**src/rtl/simon_byte_loader.sv**
```systemverilog
// Byte-stream front end for the SIMON control stage: assembles framed bytes into
// a 2N-bit block or an M*N-bit key and holds it until the control stage acks.
module simon_byte_loader #(
    parameter int N = 16,
    parameter int M = 4
) (
    input  logic                clk,
    input  logic                R,
    input  logic [7:0]          byteIN,
    input  logic                byteValid,
    output logic                byteReady,
    input  logic                loadData,
    input  logic                loadKey,
    output logic                newData,
    output logic                newKey,
    output logic [1:0][N-1:0]   blockOUT,
    output logic [M-1:0][N-1:0] KEY,
    output logic [7:0]          infoOUT,
    output logic [7:0]          countOUT,
    output logic                error
);

    localparam int DB   = 2 * N / 8;
    localparam int KB   = M * N / 8;
    localparam int SW   = (M * N > 2 * N) ? M * N : 2 * N;
    localparam int MAXB = (KB > DB) ? KB : DB;
    localparam int CW   = $clog2(MAXB + 1);

    // LOAD is the one-cycle PRESENT entry step that copies the shadow to the outputs.
    typedef enum logic [1:0] {IDLE, COLLECT, LOAD, PRESENT} state_t;

    state_t          r_state;
    state_t          w_next;
    logic [7:0]      r_hdr;
    logic [SW-1:0]   r_shadow;
    logic [CW-1:0]   r_cnt;
    logic [CW-1:0]   w_lastIdx;
    logic            w_xfer;
    logic            w_hdrAccept;
    logic            w_reject;
    logic            w_shift;
    logic            w_ack;

    assign w_xfer    = byteValid && byteReady;
    assign w_lastIdx = r_hdr[7] ? CW'(KB - 1) : CW'(DB - 1);

    always_ff @(posedge clk or posedge R) begin
        if (R) begin
            r_state <= IDLE;
        end else begin
            r_state <= w_next;
        end
    end

    always_comb begin
        w_next      = r_state;
        w_hdrAccept = 1'b0;
        w_reject    = 1'b0;
        w_shift     = 1'b0;
        w_ack       = 1'b0;
        case (r_state)
            IDLE: begin
                if (w_xfer) begin
                    if (byteIN[6]) begin
                        w_reject = 1'b1;
                    end else begin
                        w_hdrAccept = 1'b1;
                        w_next      = COLLECT;
                    end
                end
            end
            COLLECT: begin
                if (w_xfer) begin
                    w_shift = 1'b1;
                    if (r_cnt == w_lastIdx) begin
                        w_next = LOAD;
                    end
                end
            end
            LOAD: begin
                w_next = PRESENT;
            end
            PRESENT: begin
                if ((r_hdr[7] && loadKey) || (!r_hdr[7] && loadData)) begin
                    w_ack  = 1'b1;
                    w_next = IDLE;
                end
            end
            default: begin
                w_next = IDLE;
            end
        endcase
    end

    // byteReady is registered from the next state so it is low during reset.
    always_ff @(posedge clk or posedge R) begin
        if (R) begin
            byteReady <= 1'b0;
            error     <= 1'b0;
            newData   <= 1'b0;
            newKey    <= 1'b0;
            blockOUT  <= '0;
            KEY       <= '0;
            infoOUT   <= 8'd0;
            countOUT  <= 8'd0;
            r_hdr     <= 8'd0;
            r_shadow  <= '0;
            r_cnt     <= '0;
        end else begin
            byteReady <= (w_next == IDLE) || (w_next == COLLECT);
            error     <= w_reject;
            if (w_hdrAccept) begin
                r_hdr <= byteIN;
                r_cnt <= '0;
            end
            if (w_shift) begin
                r_shadow <= {r_shadow[SW-9:0], byteIN};
                r_cnt    <= r_cnt + 1'b1;
            end
            if (r_state == LOAD) begin
                infoOUT <= r_hdr;
                if (r_hdr[7]) begin
                    KEY    <= r_shadow[M*N-1:0];
                    newKey <= 1'b1;
                end else begin
                    blockOUT <= r_shadow[2*N-1:0];
                    countOUT <= countOUT + 8'd1;
                    newData  <= 1'b1;
                end
            end
            if (w_ack) begin
                newData <= 1'b0;
                newKey  <= 1'b0;
            end
        end
    end

endmodule

```
**config.mk**
```make
export PLATFORM = sky130hd
export DESIGN_NAME = simon_byte_loader
export DESIGN_NICKNAME = d
export VERILOG_FILES = /design/src/rtl/simon_byte_loader.sv
export SDC_FILE = /design/constraint.sdc
export NUM_CORES = 1
export LEC_CHECK = 0
export ABC_AREA = 1
export BUFFER_PORTS_ARGS = -buffer_cell sky130_fd_sc_hd__buf_2
export CORE_UTILIZATION = 49
export CTS_BUF_LIST = sky130_fd_sc_hd__clkbuf_8 sky130_fd_sc_hd__clkbuf_16
export DETAILED_ROUTE_END_ITERATION = 8
export PLACE_DENSITY_LB_ADDON = 0.05
export SYNTH_ARGS = -nofsm -noshare
export SYNTH_HDL_FRONTEND = slang
export SYNTH_SLANG_ARGS = --single-unit
```
**constraint.sdc**
```tcl
create_clock -name clk -period 9.1 [get_ports clk]
set_input_delay 2.73 -clock clk [delete_from_list [all_inputs] [get_ports clk]]
set_output_delay 2.73 -clock clk [all_outputs]
set_load 0.05 [all_outputs]
```
==> reports/metrics.csv <==
stage,metric,value,unit
power,static leakage,0.00460,uW
critical_path,slowest cell on the critical path,buf_4,
critical_path,Critical Path Start Type,primary input,
synthesis,mapped cell area,7460,um2
route,vias,5291,
sta,fin worst setup slack,5.11,ns
synthesis,syn_area_per_cell,9.86,um2
route,drt pass-1 iters,7,
route,DRC Markers,9,
power,Net Switching,1520,uW
power,combinational share of power,38.8,%
synthesis,"Distinct cells, synth",24,
floorplan,number of cell rows,44,
outcome,outcome,finished with violations,
sta,Final Skew,0.00924,ns
final_layout,"commonest non-fill, non-tap cell in the layout",nand2_1,
sta,Tightest Pin Transition,1.16,ns
clock_network,Post-CTS Hold Fix Bufs,0,
global_route,Tot GR Track Use,20.8,%
clock_network,Sink Count,194,
clock_network,Clock Tree Buf Depth,2,
synthesis,Ys Warns,0,
critical_path,Required @ worst endpoint,9.51,ns
flow_run,Max-cap violations,0,
worst_hold_path,worst hold path type,flop to flop,
route,Via density,4.95,
power,Peak VDD IR,208,uV
critical_path,Worst Setup End Kind,asynchronous set/reset pin,
sta,Final Setup Violations,0,
outcome,failing checks,DRC,
synthesis,Mapped Nets,772,
route,wire per inst,14.1,um
floorplan,Die W,125,um
global_route,GRT Residual Overflow,0,
power,Int Pwr,1890,uW
floorplan,Die Area,15700,um2
clock_network,worst skew pair latency,0.43,ns
global_route,first-pass GRT wire length,25700,um
sta,Achievable Freq,0.251,GHz
placed_design,port bufs,128,
route,first-iteration detailed-routing DRC count,347,
clock_network,post-CTS resize count,0,
critical_path,cell chain of the critical path,"buf_2, inv_8, buf_4",
clock_network,clk root buf,clkbuf_16,
floorplan,Starting Density,50.8,%
global_route,largest net degree at the start of global routing,136,
clock_network,CTS buffer count,17,
clock_network,Post-CTS Setup Bufs,0,
final_layout,NumNets Final,886,
power,sequential power share,39.5,%
critical_path,max incr delay on CP,0.88,ns
critical_path,WS Path Type,primary input to asynchronous set/reset pin,
sta,Tcrit/Tclk final,43.8,%
power,Net Sw Frac,44.5,%
floorplan,top-level I/O count,129,
route,WL final,15100,um
final_layout,"commonest non-fill, non-tap cells in the layout","240 x nand2_1, 194 x dfrtp_1, 128 x buf_2",
final_layout,Area growth syn-to-layout,17.0,%
clock_network,CTS tree,done,
floorplan,Core ar.,14700,um2
sta,Pins Over Slew Limit,0,
final_layout,layout cells sized above 1,21.8,%
floorplan,DIE HEIGHT,125,um
power,post-layout power,3410,uW
synthesis,post-synthesis sequential area ratio,65.0,%
clock_network,H-tree depth,4,
critical_path,"Max FO, Critical Path",117,
sta,Final Hold Fails,0,
sta,Final Critical Period,3.99,ns
final_layout,number of diodes,0,
sta,final setup TNS,0,ns
clock_network,"Clk pin slew, worst setup/hold paths",0.06,ns
placed_design,DP Wirelength,10100,um
final_layout,# fillers,1270,
synthesis,cells after synthesis,757,
power,clock share of power,21.7,%
synthesis,#FFs+latches synth,194,
final_layout,area of the multi-input gates,2070,um2
final_layout,Reg area,4850,um2
sta,RSZ-0062 raised after global routing,no,
route,post-route ant nets,0,
sta,slew margin rel.,22.8,%
power,PwrDens,391,nW/um2
placed_design,pre-CTS setup slack,4.60,ns
critical_path,CP arrival,4.39,ns
placed_design,Placer Congestion,0.778,
global_route,initial antenna violation count,0,
global_route,vias in the first global route,5161,
synthesized netlist by cell type:
| cell type | number | area [um2] |
|---|---|---|
| inv_2 | 2 | 7.51 |
| xnor2_1 | 2 | 17.5 |
| nand2_2 | 2 | 12.5 |
| nor4_1 | 1 | 6.26 |
| a31oi_1 | 1 | 6.26 |
| nand3_1 | 13 | 65.1 |
| buf_6 | 11 | 124 |
| buf_2 | 7 | 35.0 |
| and2_1 | 1 | 6.26 |
| nand4_1 | 3 | 18.8 |
| o21ai_2 | 26 | 228 |
| a21oi_1 | 1 | 5.00 |
| inv_1 | 81 | 304 |
| o22ai_1 | 1 | 6.26 |
| nor2_4 | 1 | 11.3 |
| nor2_1 | 9 | 33.8 |
| dfrtp_1 | 194 | 4850 |
| ha_1 | 2 | 25.0 |
| xor2_1 | 3 | 26.3 |
| o21ai_1 | 36 | 180 |
| buf_4 | 3 | 22.5 |
| clkbuf_1 | 15 | 56.3 |
| nand2_1 | 240 | 901 |
| o21ai_0 | 102 | 510 |
flip-flops by register name, indices dropped and copies added (netlist names):
name	count
KEY	64
blockOUT	32
byteReady	1
countOUT	8
error	1
infoOUT	8
newData	1
newKey	1
r_cnt	4
r_hdr	8
r_shadow	64
r_state	2
power by group through the flow:
stage / clock network, uW / logic (uW) / registers, uW
final: 740 / 1320 / 1350
after global routing: 790 / 1440 / 1390
after CTS: 757 / 1340 / 1350
after detailed placement: 0 / 1340 / 1360
after global placement: 0 / 1320 / 1350
after floorplan: 0 / 456 / 1920
cells by family after synthesis:
kind of cell	count (synthesis)	share of synthesized area (%)
fa+ha+maj	2	0.335
compound gates	167	12.5
buf+inv	119	7.36
simple gates	270	14.1
flops	194	65.0
xor+xnor	5	0.587
final timing paths:
check	startpoint	end	slack (ns)	cells after the start
min	KEY[56]	KEY[56]	0.46	2
min in group asynchronous	R	KEY[57]	2.42	2
min reg2reg	KEY[56]	KEY[56]	0.46	2
max in group clk	countOUT[4]	countOUT[4]	5.18	1
max	R	infoOUT[7]	5.11	3
max reg2reg	r_state[1]	KEY[36]	6.76	6
routing by layer:
metal  GRT usage, %  vias to the layer above  wire, um
met3           5.91                       14       657
li1               -                     2609         -
met2           32.4                      104      7110
met4           6.10                        0       164
met1           28.6                     2564      7180
met5              0                        -         0
critical path: cells and delay by family:
family,cells,cell delay [ns]
buf+inv,3,1.50
metrics by stage:
stage                     instances  hold slack, ns  util (%)  cell area [um2]
final                          1068           0.462      59.4             8730
after CTS                      1068           0.470      59.4             8730
after global placement         1036           0.449      55.4             8140
after global routing           1068           0.479      59.4             8730
after floorplan                 757           0.442         -             7460
after detailed placement       1036           0.455      55.4             8140
layout make-up:
| cell class | count | area share, % |
|---|---|---|
| Sequential cell | 194 | 55.6 |
| Tap cell | 184 | 2.64 |
| Clock buffer | 21 | 5.50 |
| Inverter | 83 | 3.68 |
| Multi-Input combinational cell | 444 | 23.7 |
| Timing Repair Buffer | 131 | 7.60 |
| Clock inverter | 11 | 1.28 |
Power figures use the tool's default switching activity.
